**config.mk**
```make
export PLATFORM = sky130hd
export DESIGN_NAME = l2_cacheline_adaptor_flat
export DESIGN_NICKNAME = d
export VERILOG_FILES = /design/src/rtl/l2_cacheline_adaptor_if.sv /design/src/rtl/l2_cacheline_adaptor.sv /design/src/flat_wrapper.sv
export SDC_FILE = /design/constraint.sdc
export NUM_CORES = 1
export LEC_CHECK = 0
export BUFFER_PORTS_ARGS = -buffer_cell sky130_fd_sc_hd__buf_4
export CORE_ASPECT_RATIO = 0.8
export CORE_MARGIN = 1
export CORE_UTILIZATION = 30
export CTS_BUF_LIST = sky130_fd_sc_hd__clkbuf_4 sky130_fd_sc_hd__clkbuf_8
export DETAILED_ROUTE_END_ITERATION = 16
export PLACE_DENSITY = 0.61
export SLEW_MARGIN = 10
export SYNTH_ARGS = -nofsm -noshare
export SYNTH_HDL_FRONTEND = slang
export SYNTH_SLANG_ARGS = --single-unit
```
**constraint.sdc**
```tcl
create_clock -name clk -period 3.3 [get_ports clk]
set_input_delay 0.33 -clock clk [delete_from_list [all_inputs] [get_ports clk]]
set_output_delay 0.33 -clock clk [all_outputs]
set_load 0.01 [all_outputs]
```
**src/rtl/l2_cacheline_adaptor_if.sv**
```systemverilog
// Line-side (L2) and burst-side (physical memory) signals of the cacheline adaptor.
// The adaptor connects through the slave modport, and its driver connects through the master modport.
interface l2_cacheline_adaptor_if #(
    parameter int s_line  = 256,
    parameter int s_burst = 64
);
    logic [s_line-1:0]  line_i;
    logic [31:0]        address_i;
    logic               read_i;
    logic               write_i;
    logic [s_line-1:0]  line_o;
    logic               resp_o;
    logic [s_burst-1:0] burst_i;
    logic               resp_i;
    logic [s_burst-1:0] burst_o;
    logic [31:0]        address_o;
    logic               read_o;
    logic               write_o;

    modport slave (
        input  line_i, address_i, read_i, write_i, burst_i, resp_i,
        output line_o, resp_o, burst_o, address_o, read_o, write_o
    );

    modport master (
        output line_i, address_i, read_i, write_i, burst_i, resp_i,
        input  line_o, resp_o, burst_o, address_o, read_o, write_o
    );
endinterface

```
**src/rtl/l2_cacheline_adaptor.sv**
```systemverilog
// Turns one L2 line request into a burst of s_line/s_burst beats on the memory port.
// Read beats are gathered into a line buffer, and a write line is sent out one beat at a time.
module l2_cacheline_adaptor #(
    parameter int s_line  = 256,
    parameter int s_burst = 64
) (
    input  logic                 clk,
    input  logic                 rst,
    l2_cacheline_adaptor_if.slave bus
);
    localparam int s_beats = s_line / s_burst;
    localparam int CNT_W   = $clog2(s_beats);
    localparam logic [CNT_W-1:0] LAST = CNT_W'(s_beats - 1);

    typedef enum logic [1:0] {IDLE, RD, WR, DONE} state_t;

    state_t             state_q, state_d;
    logic [CNT_W-1:0]   cnt_q,   cnt_d;
    logic [s_line-1:0]  line_q,  line_d;
    logic [s_line-1:0]  wbuf_q,  wbuf_d;
    logic [31:0]        addr_q,  addr_d;

    always_ff @(posedge clk or negedge rst) begin
        if (!rst) begin
            state_q <= IDLE;
            cnt_q   <= '0;
            line_q  <= '0;
            wbuf_q  <= '0;
            addr_q  <= '0;
        end else begin
            state_q <= state_d;
            cnt_q   <= cnt_d;
            line_q  <= line_d;
            wbuf_q  <= wbuf_d;
            addr_q  <= addr_d;
        end
    end

    always_comb begin
        state_d = state_q;
        cnt_d   = cnt_q;
        line_d  = line_q;
        wbuf_d  = wbuf_q;
        addr_d  = addr_q;
        unique case (state_q)
            IDLE: begin
                // A write takes priority when both requests are raised together.
                if (bus.write_i) begin
                    state_d = WR;
                    cnt_d   = '0;
                    addr_d  = bus.address_i & 32'hFFFF_FFE0;
                    wbuf_d  = bus.line_i;
                end else if (bus.read_i) begin
                    state_d = RD;
                    cnt_d   = '0;
                    addr_d  = bus.address_i & 32'hFFFF_FFE0;
                end
            end
            RD: begin
                if (bus.resp_i) begin
                    line_d[cnt_q*s_burst +: s_burst] = bus.burst_i;
                    if (cnt_q == LAST) state_d = DONE;
                    else               cnt_d   = cnt_q + 1'b1;
                end
            end
            WR: begin
                if (bus.resp_i) begin
                    if (cnt_q == LAST) state_d = DONE;
                    else               cnt_d   = cnt_q + 1'b1;
                end
            end
            DONE: state_d = IDLE;
            default: state_d = IDLE;
        endcase
    end

    always_comb begin
        bus.read_o    = (state_q == RD);
        bus.write_o   = (state_q == WR);
        bus.resp_o    = (state_q == DONE);
        bus.line_o    = line_q;
        bus.address_o = addr_q;
        bus.burst_o   = '0;
        if (state_q == WR) bus.burst_o = wbuf_q[cnt_q*s_burst +: s_burst];
    end
endmodule

```
**src/flat_wrapper.sv**
```systemverilog
// flat-port wrapper written by rule: the top's interface ports become plain ports
module l2_cacheline_adaptor_flat 
#(
    parameter int s_line  = 256,
    parameter int s_burst = 64
)
  (clk, rst, bus_line_i, bus_address_i, bus_read_i, bus_write_i, bus_burst_i, bus_resp_i, bus_line_o, bus_resp_o, bus_burst_o, bus_address_o, bus_read_o, bus_write_o);
  l2_cacheline_adaptor_if #(.s_line(s_line), .s_burst(s_burst)) bus_i ();
  input  logic clk;
  input  logic rst;
  input wire logic [$bits(bus_i.line_i)-1:0] bus_line_i;
  input wire logic [$bits(bus_i.address_i)-1:0] bus_address_i;
  input wire logic [$bits(bus_i.read_i)-1:0] bus_read_i;
  input wire logic [$bits(bus_i.write_i)-1:0] bus_write_i;
  input wire logic [$bits(bus_i.burst_i)-1:0] bus_burst_i;
  input wire logic [$bits(bus_i.resp_i)-1:0] bus_resp_i;
  output wire logic [$bits(bus_i.line_o)-1:0] bus_line_o;
  output wire logic [$bits(bus_i.resp_o)-1:0] bus_resp_o;
  output wire logic [$bits(bus_i.burst_o)-1:0] bus_burst_o;
  output wire logic [$bits(bus_i.address_o)-1:0] bus_address_o;
  output wire logic [$bits(bus_i.read_o)-1:0] bus_read_o;
  output wire logic [$bits(bus_i.write_o)-1:0] bus_write_o;
  assign bus_i.line_i = bus_line_i;
  assign bus_i.address_i = bus_address_i;
  assign bus_i.read_i = bus_read_i;
  assign bus_i.write_i = bus_write_i;
  assign bus_i.burst_i = bus_burst_i;
  assign bus_i.resp_i = bus_resp_i;
  assign bus_line_o = bus_i.line_o;
  assign bus_resp_o = bus_i.resp_o;
  assign bus_burst_o = bus_i.burst_o;
  assign bus_address_o = bus_i.address_o;
  assign bus_read_o = bus_i.read_o;
  assign bus_write_o = bus_i.write_o;
  l2_cacheline_adaptor #(.s_line(s_line), .s_burst(s_burst)) u_core (.clk(clk), .rst(rst), .bus(bus_i));
endmodule
```
==> impl_metrics.py, run 1 <==
metrics = {
    "yosys": {
        "yosysMostFrequentCell": "dfrtp_1",
        "synth_warnings": 0,
        "synthCells": 1366,
        "synthFlopType": "dfrtp_1",
        "avgSynthCellArea_um2": 15.9,
        "synth_top_family_by_area": "multiplexers",
        "synth_compound_area_share_pct": 10.4,
        "synth-seq-cells": 543,
        "syn_area_mm2": 0.0218,
        "synth.largest_area_cell": "dfrtp_1",
        "synth_xor_area_share_pct": 0,
        "synthSimpleGateAreaFrac_pct": 2.82,
        "synthAdderAreaFrac_pct": 0.518,
        "yosysSeqAreaShare_pct": 62.5,
        "synth_edf_count": 0,
        "synth_common_cells": "dfrtp_1, mux2_2, a22o_1, and2_1, mux4_2",
        "synth_top_area_share_pct": 62.5,
        "synthDistinctLibCells": 25,
        "muxShareOfSynthArea_pct": 21.4,
        "synthTopCellsByArea": "dfrtp_1, mux2_2, a22o_1",
        "async_flop_share_pct": 100,
    },
    "clocking": {
        "cts_buffers": 88,
        "cts_hold_buf": 348,
        "cts-root-buf": "clkbuf_8",
        "post_cts_buffers": 0,
        "clk_path_buf_depth": 3,
        "ctsResizeCount": 0,
        "clk-insertion-delay-late_ns": 0.70,
        "clkTransAtPathRegs_ns": 0.06,
        "cts_max_level": 3,
        "tritoncts": "yes",
        "cts.sinks": 543,
    },
    "flow_run": {
        "cap_viol_max_count": 0,
    },
    "sta": {
        "rsz0062_at_grt": "no",
        "fin_crit_ns": 2.87,
        "max_slew_margin_pct": 34.2,
        "tns_ns": 0,
        "tightest_slew_ns": 0.987,
        "max_freq_ghz": 0.348,
        "finalMaxSlewViolations": 0,
        "final-hold-violation-count": 0,
        "skew_ns": 0.0393,
        "post-route-period-util_pct": 87.0,
        "setup_viol": 0,
    },
    "global_route": {
        "grt_overflow": 0,
        "grt_pass1_wl_mm": 112,
        "grt.total_usage_pct": 19.7,
        "grt_max_degree": 116,
        "antenna_found_initial": 10,
        "grt_pass1_vias": 18500,
    },
    "floorplanning": {
        "fp.dieH_um": 243,
        "core_area_mm2": 0.0711,
        "die_w_um": 303,
        "num_rows": 87,
        "dieArea_mm2": 0.0736,
        "initial_core_util_pct": 30.6,
        "pin_count": 712,
    },
    "detailed_routing": {
        "drc_errors": 0,
        "vias_per_cell": 4.86,
        "routedWlPerCell_um": 21.3,
        "ant_nets": 0,
        "first_iter_violations": 936,
        "vias": 16800,
        "drt_first_pass_iters": 5,
        "wl_mm": 73.5,
    },
    "final_layout": {
        "areaGrowthSynthToFinish_pct": 54.7,
        "nNetsFinal": 2804,
        "seqCellArea_mm2": 0.0136,
        "stdcell_count": 3447,
        "fillerInstances": 6090,
        "drive_gt1_share_pct": 50.2,
        "fin_util_pct": 47.4,
        "multiInputGateArea_mm2": 0.00774,
    },
    "power_and_ir_drop": {
        "leakage_nw": 16.1,
        "ir_drop_v": 0.000496,
        "pwr_density_cell_mw_per_mm2": 795,
    },
    "worst_hold_path": {
        "hold_start": "bus_read_i",
        "hold_path.class": "in -> reg",
        "holdPathStages": 4,
        "hold_end": "u_core.cnt_q[1]",
    },
    "critical_path": {
        "crit_chain": "buf_12 -> mux4_2 -> and2_1 -> buf_4",
        "critical_path_class": "reg -> out",
        "r2r_slack_ns": 0.82,
        "cp-start-kind": "register",
        "cp_num_buf_inv": 2,
        "rr_endpoint": "u_core.bus.line_o[219]",
        "r2r_cells": 4,
        "crit_fanout": 57,
        "slowest_delay_ns": 0.57,
        "crit_slowest_cell": "mux4_2",
        "r2r_start": "u_core.cnt_q[0]",
        "worst_ep_arrival_time_ns": 2.54,
        "worstPathRequired_ns": 2.97,
        "crit_path_end_kind": "primary output",
        "crit_family": "buffers and inverters",
    },
    "place": {
        "dp_hpwl_mm": 47.8,
        "dp_cells": 2934,
        "place.port_buffers": 701,
        "place_congestion": 0.827,
    },
    "status": {
        "status": "finished clean",
    },
}
## tightest hold or removal path: cells and delay by family
kind                   cells  cell delay (ns)
AOI/OAI and AO/OA          1             0.17
and+or+nand+nor            2             0.17
buffers and inverters      1             0.09
## logic make-up (layout without fill, tap and decap cells)
| logic type | count (synthesis) | after routing |
|---|---|---|
| AOI/OAI and AO/OA | 262 | 262 |
| adders and majority gates | 9 | 9 |
| buffers and inverters | 111 | 1251 |
| DFF | 543 | 543 |
| muxes | 349 | 349 |
| other | 1 | 8 |
| and+or+nand+nor | 91 | 91 |
## area by class of cell
cell class	count	share of cell area, %
Sequential cell	543	40.4
Timing Repair Buffer	1084	27.3
Multi-Input combinational cell	716	23.0
Clock buffer	135	5.02
Tap cell	934	3.47
Clock inverter	27	0.806
Inverter	5	0.0557
Antenna cell	3	0.0223
## cells in the final DEF (no fill, tap or decap), drive strengths merged, types with 2 or more instances in the layout
master and n:
dfrtp 543, mux2 284, dlygate4sd3 348, nand3 8, nand2 5, inv 10, nor3 2, buf 736
conb 5, nand2b 4, diode 3, o21ai 5, clkbuf 135, clkinv 17, a22o 256, and2 64
mux4 64, bufinv 4, ha 9, nor4 4
## how the worst max path moves through the flow
stage / from / end / cells after the start
floorplan: u_core.cnt_q[1] / u_core.bus.line_o[192] / 8
global placement: u_core.cnt_q[0] / u_core.bus.line_o[195] / 4
detailed placement: u_core.cnt_q[0] / u_core.bus.line_o[234] / 4
CTS: u_core.cnt_q[0] / bus_burst_o[0] / 4
global route: u_core.cnt_q[0] / bus_burst_o[0] / 4
finish: u_core.cnt_q[0] / bus_burst_o[0] / 4
## per-stage QoR
step | setup slack, ns | power [mW] | hold WS, ns | area (µm²)
5_1_grt | 0.262 | 28.2 | 0.115 | 33700
3_5_place_dp | 0.740 | 20.1 | 0.352 | 28200
4_1_cts | 0.275 | 27.0 | 0.0558 | 33700
2_1_floorplan | 0.872 | 15.9 | 0.0344 | 21800
3_3_place_gp | 0.756 | 19.7 | 0.346 | 28200
6_report | 0.430 | 26.8 | 0.142 | 33700
## routing by layer
layer / GRT usage, % / vias up / share of wire, %
met5: 0 / - / 0.10
met3: 5.29 / 167 / 7.2
li1: - / 7294 / -
met2: 33.9 / 698 / 50
met4: 6.46 / 12 / 2.8
met1: 23.8 / 8584 / 40
## power breakdown
part	switching (mW)	internal, mW	leakage [nW]
Combinational	4.00	5.73	8.07
Sequential	1.39	9.17	6.94
Clock	2.86	3.61	1.05
## flip-flops by register name, indices dropped and copies added, names as in the netlist
| register | flops |
|---|---|
| u_core.bus.line_o | 256 |
| u_core.wbuf_q | 256 |
| u_core.cnt_q | 2 |
| u_core.state_q | 2 |
| u_core.bus.address_o | 27 |
No activity file was read; power rests on OpenSTA's default activity.
==> run 2: changes to the inputs <==
--- a/config.mk
+++ b/config.mk
@@ -10,6 +10,7 @@
 export CORE_MARGIN = 1
 export CORE_UTILIZATION = 30
 export CTS_BUF_LIST = sky130_fd_sc_hd__clkbuf_4 sky130_fd_sc_hd__clkbuf_8
+export CTS_CLUSTER_SIZE = 40
 export DETAILED_ROUTE_END_ITERATION = 16
 export PLACE_DENSITY = 0.61
 export SLEW_MARGIN = 10
==> constraint.sdc (replaced) <==
create_clock -name clk -period 3.51 [get_ports clk]
set_input_delay 0.351 -clock clk [delete_from_list [all_inputs] [get_ports clk]]
set_output_delay 0.351 -clock clk [all_outputs]
set_load 0.01 [all_outputs]
==> impl_metrics.py, run 2 (same netlist as run 1, synthesis figures left out) <==
metrics = {
    "sta": {
        "tns_ns": 0,
        "max_freq_ghz": 0.321,
        "skew_ns": 0.0241,
        "post-route-period-util_pct": 88.8,
        "rsz0062_at_grt": "no",
        "max_slew_margin_pct": 29.8,
        "fin_crit_ns": 3.12,
        "setup_viol": 0,
        "worst_slack_ns": 0.392,
        "tightest_slew_ns": 1.05,
        "finalMaxSlewViolations": 0,
        "final-hold-violation-count": 0,
    },
    "clocking": {
        "cts_max_level": 3,
        "tritoncts": "yes",
        "ctsResizeCount": 0,
        "clk-insertion-delay-late_ns": 0.68,
        "cts_hold_buf": 348,
        "cts_buffers": 92,
        "post_cts_buffers": 0,
        "clkTransAtPathRegs_ns": 0.05,
        "clk_path_buf_depth": 3,
        "cts.sinks": 543,
        "cts-root-buf": "clkbuf_8",
    },
    "floorplanning": {
        "dieArea_mm2": 0.0736,
        "num_rows": 87,
        "die_w_um": 303,
        "core_area_mm2": 0.0711,
        "pin_count": 712,
        "fp.dieH_um": 243,
        "initial_core_util_pct": 30.6,
    },
    "detailed_routing": {
        "ant_nets": 0,
        "routedWlPerCell_um": 21.2,
        "wl_mm": 72.9,
        "drc_errors": 0,
        "first_iter_violations": 842,
        "drt_first_pass_iters": 5,
        "vias": 16800,
        "vias_per_cell": 4.87,
    },
    "power_and_ir_drop": {
        "combPwrFrac_pct": 36.5,
        "leakage_nw": 16.0,
        "p_int_mw": 17.3,
        "pwr_density_cell_mw_per_mm2": 743,
        "seq_power_share_pct": 39.8,
        "ir_drop_v": 0.000494,
        "clock_power_share_pct": 23.7,
        "swShare_pct": 30.8,
        "switchingPower_mw": 7.69,
    },
    "global_route": {
        "grt_pass1_vias": 18700,
        "grt_overflow": 0,
        "grt_max_degree": 95,
        "antenna_found_initial": 7,
        "grt_pass1_wl_mm": 111,
        "grt.total_usage_pct": 19.7,
    },
    "critical_path": {
        "r2r_cells": 6,
        "r2r_slack_ns": 0.86,
        "crit_family": "buffers and inverters",
        "path_depth": 4,
        "crit_fanout": 61,
        "worst_ep_arrival_time_ns": 2.77,
        "worstPathRequired_ns": 3.16,
        "crit_path_end_kind": "primary output",
        "crit_chain": "buf_12 -> mux4_2 -> and2_1 -> buf_4",
        "cp_num_buf_inv": 2,
        "cp-start-kind": "register",
        "slowest_delay_ns": 0.60,
        "crit_slowest_cell": "dfrtp_4",
        "r2r_start": "u_core.cnt_q[0]",
        "critical_path_class": "reg -> out",
        "rr_endpoint": "u_core.bus.line_o[231]",
    },
    "place": {
        "place.port_buffers": 701,
        "dpl_worst_slack_ns": 0.827,
        "place_congestion": 0.831,
        "placed_cell_area_mm2": 0.0282,
        "dp_hpwl_mm": 47.8,
    },
    "worst_hold_path": {
        "hold_path.class": "in -> reg",
        "hold_end": "u_core.cnt_q[0]",
        "hold_start": "bus_read_i",
        "holdPathStages": 4,
    },
    "final_layout": {
        "layout_commonest_cell": "buf_4",
        "drive_gt1_share_pct": 50.2,
        "nNetsFinal": 2811,
        "areaGrowthSynthToFinish_pct": 54.6,
        "multiInputGateArea_mm2": 0.00774,
        "final_cell_mix": "buf_4, dfrtp_1, dlygate4sd3_1, mux2_2, a22o_1",
        "seqCellArea_mm2": 0.0136,
        "fillerInstances": 6143,
        "final_area_mm2": 0.0336,
    },
    "flow_run": {
        "cap_viol_max_count": 0,
    },
    "status": {
        "status": "finished clean",
    },
}
[run 2: changes by cell type in the layout (fill, tap and decap cells not counted), sizes merged]
cell / previous run / this run
clkbuf: 135 / 140
inv: 10 / 8
clkinv: 17 / 11
bufinv: 4 / 1
clkinvlp: 1 / 2
buf: 736 / 739
[run 2: tightest hold or removal path: stages]
cell	delay, ns
buf_4	0.09
nor3b_1	0.07
o21ai_0	0.18
nand3_1	0.08
[run 2: how the worst max path moves through the flow]
stage	slack [ns]	start	end
floorplan	1.08	u_core.cnt_q[1]	u_core.bus.line_o[192]
global placement	0.92	u_core.cnt_q[0]	u_core.bus.line_o[193]
detailed placement	0.83	u_core.cnt_q[0]	u_core.bus.line_o[195]
CTS	0.23	u_core.cnt_q[0]	bus_burst_o[0]
global route	0.20	u_core.cnt_q[0]	bus_burst_o[29]
finish	0.39	u_core.cnt_q[0]	bus_burst_o[0]
[run 2: per-layer routing]
layer / vias to the layer above / track usage (%) / wire (µm)
met5: - / 0 / 56
met4: 8 / 6.49 / 1830
met3: 134 / 5.37 / 5210
met2: 695 / 33.9 / 36800
met1: 8618 / 23.4 / 29000
li1: 7307 / - / -
[run 2: through the flow]
stage / utilization [%] / hold WS [ns] / power [mW] / std cells
final: 47.3 / 0.143 / 25.0 / 3445
after global routing: 47.3 / 0.134 / 26.4 / 3445
after CTS: 47.3 / 0.0485 / 25.2 / 3442
after detailed placement: 39.7 / 0.449 / 18.9 / 2937
after global placement: 39.7 / 0.433 / 18.5 / 2937
after floorplan: - / 0.0554 / 15.0 / 1370
[run 2: cell type report]
type                    instances  area share, %
flip-flops and latches        543           40.4
repair buffers               1087           27.3
inverters                       5         0.0558
well taps                     934           3.47
clock buffers                 140           5.26
clock inverters                17          0.454
diodes                          3         0.0223
multi-input cells             716           23.0
[run 2: power groups by stage]
| stage | sequential [mW] | combinational (mW) | clock [mW] |
|---|---|---|---|
| after floorplan | 9.94 | 5.04 | 0 |
| after global placement | 9.84 | 8.70 | 0 |
| after detailed placement | 10.0 | 8.87 | 0 |
| after CTS | 9.91 | 9.23 | 6.11 |
| after global routing | 10.2 | 9.80 | 6.41 |
| final | 9.95 | 9.13 | 5.92 |
